File: src/rtl/instruction_sequencer.sv
`default_nettype none
// instruction_sequencer: multi-cycle FETCH/DECODE/EXEC/MEM/WB control sequencer with sticky status flags.
// Defining SEQ_MEM_TIMEOUT_EN adds a MEM wait-state limit of TIMEOUT_CYCLES that aborts to WB with timeout_err.
module instruction_sequencer #(
   parameter int unsigned TIMEOUT_CYCLES = 16
) (
   input  logic        clk,
   input  logic        rst_n,
   input  logic [31:0] i_instruction,
   input  logic        i_mem_ready,
   output logic        o_pc_en,
   output logic [31:0] o_ir,
   output logic [5:0]  o_opcode,
   output logic [4:0]  o_rd,
   output logic [4:0]  o_rs1,
   output logic [4:0]  o_rs2,
   output logic [31:0] o_imm_ext,
   output logic [3:0]  o_alu_op,
   output logic        o_reg_we,
   output logic        o_mem_rd,
   output logic        o_mem_wr,
   output logic [2:0]  o_state,
   output logic        o_halted,
   output logic        o_illegal_err,
   output logic        o_timeout_err
);

   typedef enum logic [2:0] {
      S_FETCH  = 3'd0,
      S_DECODE = 3'd1,
      S_EXEC   = 3'd2,
      S_MEM    = 3'd3,
      S_WB     = 3'd4,
      S_HALT   = 3'd5
   } state_t;

   localparam logic [5:0] c_OP_RTYPE = 6'h00;
   localparam logic [5:0] c_OP_ADDI  = 6'h01;
   localparam logic [5:0] c_OP_LW    = 6'h02;
   localparam logic [5:0] c_OP_SW    = 6'h03;
   localparam logic [5:0] c_OP_HALT  = 6'h3F;

   if (TIMEOUT_CYCLES < 2 || TIMEOUT_CYCLES > 255) begin : g_bad_timeout
      $error("TIMEOUT_CYCLES must lie in 2..255");
   end

   state_t      r_state;
   state_t      w_next_state;
   logic [31:0] r_ir;
   logic        r_halted;
   logic        r_illegal;
   logic        w_set_halt;
   logic        w_set_illegal;
   logic        w_timeout;
   logic        w_tmo_wb;
   logic        w_is_rtype;
   logic        w_is_addi;
   logic        w_is_lw;
   logic        w_is_sw;
   logic        w_is_halt;
   logic        w_in_flight;

   assign o_ir      = r_ir;
   assign o_opcode  = r_ir[31:26];
   assign o_rd      = r_ir[25:21];
   assign o_rs1     = r_ir[20:16];
   assign o_rs2     = r_ir[15:11];
   assign o_imm_ext = {{16{r_ir[15]}}, r_ir[15:0]};

   assign w_is_rtype = (o_opcode == c_OP_RTYPE);
   assign w_is_addi  = (o_opcode == c_OP_ADDI);
   assign w_is_lw    = (o_opcode == c_OP_LW);
   assign w_is_sw    = (o_opcode == c_OP_SW);
   assign w_is_halt  = (o_opcode == c_OP_HALT);

   always_ff @(posedge clk or negedge rst_n) begin
      if (!rst_n) begin
         r_state   <= S_FETCH;
         r_ir      <= 32'h0;
         r_halted  <= 1'b0;
         r_illegal <= 1'b0;
      end else begin
         r_state <= w_next_state;
         if (r_state == S_FETCH) begin
            r_ir <= i_instruction;
         end
         if (w_set_halt) begin
            r_halted <= 1'b1;
         end
         if (w_set_illegal) begin
            r_illegal <= 1'b1;
         end
      end
   end

   always_comb begin
      w_next_state  = S_FETCH;
      w_set_halt    = 1'b0;
      w_set_illegal = 1'b0;
      case (r_state)
         S_FETCH:  w_next_state = S_DECODE;
         S_DECODE: begin
            if (w_is_rtype || w_is_addi || w_is_lw || w_is_sw) begin
               w_next_state = S_EXEC;
            end else if (w_is_halt) begin
               w_next_state = S_HALT;
               w_set_halt   = 1'b1;
            end else begin
               w_next_state  = S_WB;
               w_set_illegal = 1'b1;
            end
         end
         S_EXEC:   w_next_state = (w_is_lw || w_is_sw) ? S_MEM : S_WB;
         S_MEM:    w_next_state = (i_mem_ready || w_timeout) ? S_WB : S_MEM;
         S_WB:     w_next_state = S_FETCH;
         S_HALT:   w_next_state = S_HALT;
         default:  w_next_state = S_FETCH;
      endcase
   end

   // Only LW/SW ever reach MEM, so the read and write strobes are exclusive by construction.
   assign w_in_flight   = (r_state == S_DECODE) || (r_state == S_EXEC) ||
                          (r_state == S_MEM) || (r_state == S_WB);
   assign o_alu_op      = (w_in_flight && w_is_rtype) ? r_ir[3:0] : 4'h0;
   assign o_pc_en       = (r_state == S_WB);
   assign o_reg_we      = (r_state == S_WB) && (w_is_rtype || w_is_addi || w_is_lw) && !w_tmo_wb;
   assign o_mem_rd      = (r_state == S_MEM) && w_is_lw;
   assign o_mem_wr      = (r_state == S_MEM) && w_is_sw;
   assign o_state       = r_state;
   assign o_halted      = r_halted;
   assign o_illegal_err = r_illegal;

`ifdef SEQ_MEM_TIMEOUT_EN
   localparam logic [7:0] c_TIMEOUT = 8'(TIMEOUT_CYCLES);

   logic [7:0] r_tmo_cnt;
   logic       r_tmo_err;
   logic       r_tmo_wb;

   // Fires on the MEM cycle whose low mem_ready would bring the count to the limit.
   assign w_timeout = (r_state == S_MEM) && !i_mem_ready && ((r_tmo_cnt + 8'd1) == c_TIMEOUT);

   always_ff @(posedge clk or negedge rst_n) begin
      if (!rst_n) begin
         r_tmo_cnt <= 8'd0;
         r_tmo_err <= 1'b0;
         r_tmo_wb  <= 1'b0;
      end else begin
         if (r_state == S_EXEC) begin
            r_tmo_cnt <= 8'd0;
         end else if ((r_state == S_MEM) && !i_mem_ready) begin
            r_tmo_cnt <= r_tmo_cnt + 8'd1;
         end
         if (w_timeout) begin
            r_tmo_err <= 1'b1;
            r_tmo_wb  <= 1'b1;
         end else if (r_state == S_FETCH) begin
            r_tmo_wb  <= 1'b0;
         end
      end
   end

   assign w_tmo_wb      = r_tmo_wb;
   assign o_timeout_err = r_tmo_err;
`else
   assign w_timeout     = 1'b0;
   assign w_tmo_wb      = 1'b0;
   assign o_timeout_err = 1'b0;
`endif

endmodule
`default_nettype wire

File: config.mk
export PLATFORM = sky130hd
export DESIGN_NAME = instruction_sequencer
export DESIGN_NICKNAME = d
export VERILOG_FILES = /design/src/rtl/instruction_sequencer.sv
export SDC_FILE = /design/constraint.sdc
export NUM_CORES = 1
export LEC_CHECK = 0
export ABC_AREA = 1
export BUFFER_PORTS_ARGS = -buffer_cell sky130_fd_sc_hd__buf_2
export CAP_MARGIN = 20
export CORE_AREA = 2 2 73 75
export CTS_CLUSTER_DIAMETER = 40
export CTS_CLUSTER_SIZE = 30
export DETAILED_ROUTE_END_ITERATION = 8
export DIE_AREA = 0 0 75 77
export PLACE_DENSITY = 0.76
export SYNTH_ARGS = -nofsm -noshare
export SYNTH_HDL_FRONTEND = slang
export SYNTH_SLANG_ARGS = --single-unit
File: constraint.sdc
create_clock -name clk -period 1.8 [get_ports clk]
set_clock_uncertainty 0.2 [all_clocks]
set_input_delay 0.36 -clock clk [delete_from_list [all_inputs] [get_ports clk]]
set_output_delay 0.36 -clock clk [all_outputs]
set_load 0.02 [all_outputs]
==> metrics.yaml, run 1 <==
detailed_routing:
  drt-total-wl_mm: 4.968
  vias: 1849
  wl_per_cell_microns: 12.12
  detail-route-antenna-nets: 0
  drc: 0
  vias_per_cell: 4.510
  drtIter0Drc: 66
  drtPass1Iterations: 4
floorplanning:
  dieArea_sq_um: 5775
  start_util: 0.4125
  rows: 26
  fp.dieH_microns: 77
  die_w_microns: 75
  io_pins: 134
  coreArea_sq_um: 4977
power:
  irDropWorstVdd_v: 0.001028
  power_leakage_nw: 1.532
  pwr_density_cell_nw_per_um2: 2315
sta:
  slew_violations: 0
  min_period_over_period: 1.070
  fin_hold_ws_ps: 98.19
  max_freq_mhz: 519.3
  hold_viol: 0
  setup_slack_ps: -125.7
  tns_ps: -690.9
  rsz0062_at_grt: "yes"
  min_period_ps: 1926
  finalSetupViolations: 7
grt:
  grt_pass1_wl_mm: 7.948
  grt_usage: 0.1790
  grt_max_degree: 29
  antenna_found_initial: 0
  grt_pass1_vias: 1627
  grt_overflow: 0
setup_path:
  cp_cell_sequence: "nor2_4 > nand2_2 > nand2_2 > nand3_4 > nor2_4 > buf_6"
  r2r_end: "o_ir[0]"
  path_buf_inv: 1
  critPathArrivalTime_ps: 1370
  r2r-start: "o_state[1]"
  setup.worst_path.end_class: "primary output"
  rr_worst_depth: 6
  start_kind: "flop"
  crit_required_ps: 1240
  crit_fanout: 5
  cp_slowest_cell: "dfrtp_2"
  critical-path-top-delay-family: "simple AND/OR/NAND/NOR gates"
  rrSetupSlack_ps: 120
  critical_path_class: "reg -> out"
  slowest_delay_ps: 450
job:
  drv_cap: 0
worst_hold_path:
  min_from: "i_instruction[28]"
  whs_path_depth: 3
  holdPathEnd: "o_ir[28]"
  hold_class: "in -> reg"
final_layout:
  layout_common_cells: "buf_2 (124), nand2_1 (65), nand3_1 (33), dfrtp_1 (33), buf_4 (14)"
  syn_to_final_growth_pct: 27.97
  drive_above_1_share: 0.5176
  layout_commonest_cell: "buf_2"
  nets: 374
  diodes: 0
  fillCellCount: 477
yosys:
  synth_xor_area_frac: 0
  syn-num-nets: 285
  ys_types: 18
  muxShareOfSynthArea: 0
  synth_area_per_cell_sq_um: 8.213
  synth_cells: 250
  synth_area_sq_um: 2053
  synth-seq-cells: 37
  yosysSeqAreaShare: 0.4509
  synth-simple-area-share: 0.2669
  synth_warnings: 0
  synth_compound_area_frac: 0.02072
  synth_top_family_by_area: "simple AND/OR/NAND/NOR gates"
  synth_fa_ha_area_frac: 0
clock_network:
  cts_tree: "built"
  cts_root_buffer: "clkbuf_8"
  cts.sinks: 37
  clkTransAtPathRegs_ps: 80
  max-clock-path-buffers: 2
  numCtsBuffers: 5
  cts_max_level: 2
  clk_latency_ps: 290
outcome:
  status: "finished with violations"
  violations: "negative setup slack"
place:
  place_congestion: 0.8612
  dp_hpwl_mm: 3.532
  pre_cts_ws_ps: 80.23
  port_buffers: 132
cell usage after synthesis, drive strengths merged:
master / count / area [sq um]
nor3: 4 / 20.02
o21ai: 1 / 5.000
a21oi: 6 / 30.03
nor2: 19 / 78.82
nand4: 1 / 6.260
buf: 64 / 488.0
nand2: 70 / 267.8
o21bai: 1 / 7.510
conb: 1 / 3.750
dfrtp: 37 / 925.9
inv: 12 / 45.04
nand3: 34 / 175.2
per-layer routing:
layer  track usage  vias to the layer above  part of all wire
met5             0                        -                 0
met1        0.2433                      841              0.41
met2        0.2746                       98              0.49
met4       0.05179                        0             0.010
li1              -                      903                 -
met3       0.05256                        7             0.090
through the flow:
stage	instance area [sq um]	std cells	utilization	total power, mW
floorplan	2066	250	-	4.907
global placement	2399	396	0.4819	5.275
detailed placement	2399	396	0.4819	5.331
CTS	2580	409	0.5184	6.051
global route	2628	410	0.5279	6.592
finish	2628	410	0.5279	6.081
power breakdown:
group	switching [mW]	total (mW)	internal, mW
Clock	0.306	0.573	0.267
Combinational	2.65	3.90	1.25
Sequential	0.361	1.61	1.25
tightest hold or removal path: cells and delay by family:
family	cells	cell delay (ps)
buffers and inverters	1	70
and+or+nand+nor	2	120
sequential cells by signal (all words and copies together), names as in the netlist:
signal and flops:
o_halted 1, o_ir 32, o_illegal_err 1, o_state 3
cell families after synthesis:
family                 count (synthesis)
other                                  1
DFF                                   37
and+or+nand+nor                      128
AOI/OAI and AO/OA                      8
buffers and inverters                 76
worst max-delay path by stage:
stage                from     endpoint  slack (ps)  depth (start not counted)
6_report       o_state[1]  o_alu_op[0]        -130                          6
5_1_grt        o_state[1]  o_alu_op[1]        -220                          6
4_1_cts        o_state[1]  o_alu_op[0]        -130                          6
3_5_place_dp   o_state[0]      o_ir[2]          80                          6
3_3_place_gp     o_ir[28]  o_alu_op[3]         100                          6
2_1_floorplan  o_state[0]  o_alu_op[0]         -70                          6
final cells by class:
type / instances / area, sq um / area share
Sequential cell: 37 / 930.9 / 0.3543
Timing Repair Buffer: 146 / 823.3 / 0.3133
Multi-Input combinational cell: 137 / 654.4 / 0.2490
Tap cell: 70 / 87.58 / 0.03333
Clock buffer: 5 / 68.82 / 0.02619
Inverter: 12 / 45.04 / 0.01714
Clock inverter: 3 / 17.52 / 0.006667
what timing repair did:
item	CTS	global route
buffers inserted	4	1
hold endpoints to repair	17	0
setup endpoints to repair	7	28
hold buffers	1	0
pin swaps	6	1
gates cloned	0	0
gates resized for setup	20	14
Power figures use the tool's default switching activity.
==> run 2: changes to the inputs <==
--- a/constraint.sdc
+++ b/constraint.sdc
@@ -4,2 +4,2 @@
 set_output_delay 0.36 -clock clk [all_outputs]
-set_load 0.02 [all_outputs]
+set_load 0.01 [all_outputs]
==> metrics.yaml, run 2 (synthesis results as in run 1) <==
power:
  pwr_density_cell_nw_per_um2: 2066
  switching_share: 0.4724
  clockPowerShare: 0.104
  sequentialPowerShare: 0.296
  p_sw_mw: 2.540
  power_leakage_nw: 1.560
  irDropWorstVdd_v: 0.001119
  p_int_mw: 2.837
  combPwrFrac: 0.600
sta:
  setup_slack_ps: -97.16
  max_freq_mhz: 527.1
  min_period_ps: 1897
  finalSetupViolations: 7
  rsz0062_at_grt: "yes"
  slew_violations: 0
  min_period_over_period: 1.054
  tns_ps: -549.2
  hold_viol: 0
grt:
  antenna_found_initial: 0
  grt_pass1_wl_mm: 7.707
  grt_max_degree: 28
  globalRouteMet1Util: 0.2120
  grt_busiest_layer: "met2"
  grt_overflow: 0
  grt_pass1_vias: 1703
  gr-usage-met3: 0.04205
  grt_usage: 0.1740
  met2_usage: 0.2912
outcome:
  violations: "negative setup slack"
  status: "finished with violations"
clock_network:
  cts_max_level: 2
  clkTransAtPathRegs_ps: 80
  max-clock-path-buffers: 2
  numCtsBuffers: 5
  cts_root_buffer: "clkbuf_8"
  clk_latency_ps: 290
  cts_tree: "built"
  cts.sinks: 37
detailed_routing:
  drtIter0Drc: 90
  vias: 1870
  drtPass1Iterations: 4
  vias_per_cell: 4.506
  drc: 0
  drt-total-wl_mm: 4.985
  wl_per_cell_microns: 12.01
  detail-route-antenna-nets: 0
floorplanning:
  rows: 26
  fp.dieH_microns: 77
  die_w_microns: 75
  io_pins: 134
  start_util: 0.4125
  dieArea_sq_um: 5775
  coreArea_sq_um: 4977
place:
  place_congestion: 0.8759
  pre_cts_ws_ps: 94.64
  port_buffers: 132
  dpl_cell_area_sq_um: 2406
  dp_hpwl_mm: 3.679
final_layout:
  layout_commonest_cell: "buf_2"
  drive_above_1_share: 0.5043
  layout_common_cells: "buf_2 (132), nand2_1 (66), dfrtp_1 (34)"
  fillCellCount: 495
  diodes: 0
  largest_reg_flops: 32
  syn_to_final_growth_pct: 26.75
  nets: 379
  final_area_sq_um: 2603
setup_path:
  rr_worst_depth: 6
  crit_required_ps: 1240
  setup.worst_path.end_class: "primary output"
  start_kind: "flop"
  crit_fanout: 2
  critPathArrivalTime_ps: 1340
  critical_path_class: "reg -> out"
worst_hold_path:
  hold_class: "in -> reg"
  whs_path_depth: 3
job:
  drv_cap: 0
## run 2: changes by cell type in the layout (fill, tap and decap cells not counted), moves of 2 or more
cell,delta
buf_6,-6
buf_2,+8
nor2_4,-3
buf_4,+2
nor2_1,+4
## run 2: stage by stage
stage	utilization	hold WS [ps]	std cells	power [mW]
6_report	0.5229	98.50	415	5.377
4_1_cts	0.5191	90.34	414	5.388
2_1_floorplan	-	-135.6	250	4.113
3_3_place_gp	0.4834	103.4	397	4.559
3_5_place_dp	0.4834	113.1	397	4.638
5_1_grt	0.5229	103.9	415	5.879
## run 2: layer usage
| layer | part of all wire | vias to the layer above |
|---|---|---|
| met1 | 0.41 | 857 |
| met2 | 0.51 | 89 |
| li1 | - | 915 |
| met3 | 0.074 | 9 |
| met5 | 0 | - |
| met4 | 0.013 | 0 |
## run 2: what timing repair did
action,4_1_cts,5_1_grt
hold buffers,1,0
pin swaps,5,2
hold endpoints to repair,15,0
gates resized for setup,8,6
setup endpoints to repair,7,26
setup buffers,8,1
## run 2: layout make-up
type | count | area (sq um) | share of cell area
clock buffers | 6 | 72.57 | 0.02788
clock inverters | 2 | 10.01 | 0.003846
inverters | 12 | 45.04 | 0.01731
multi-input cells | 137 | 626.9 | 0.2409
flip-flops and latches | 37 | 929.6 | 0.3572
well taps | 70 | 87.58 | 0.03365
repair buffers | 151 | 830.8 | 0.3192
## run 2: path summary, 6_finish.rpt
kind                              startpoint          to  slack [ps]
min reg2reg                         o_halted    o_halted         270
max reg2reg                       o_state[1]     o_ir[0]         320
max in group asynchronous              rst_n  o_state[0]         600
min in group asynchronous              rst_n     o_ir[1]         330
max                                 o_ir[30]    o_mem_rd        -100
min                        i_instruction[20]    o_ir[20]         100
## run 2: power groups by stage
stage                     Clock, mW  Combinational, mW  Sequential [mW]
after detailed placement          0               3.01             1.63
after global routing          0.619               3.58             1.68
final                         0.557               3.23             1.59
after CTS                     0.581               3.22             1.59
after global placement            0               2.96             1.59
after floorplan                   0               2.30             1.82
## run 2: worst max-delay path, cell delays in order (launching register included)
cell,delay [ps]
dfrtp_1,390
nor2_2,140
buf_4,120
nand3_2,50
nor3_1,180
buf_2,160
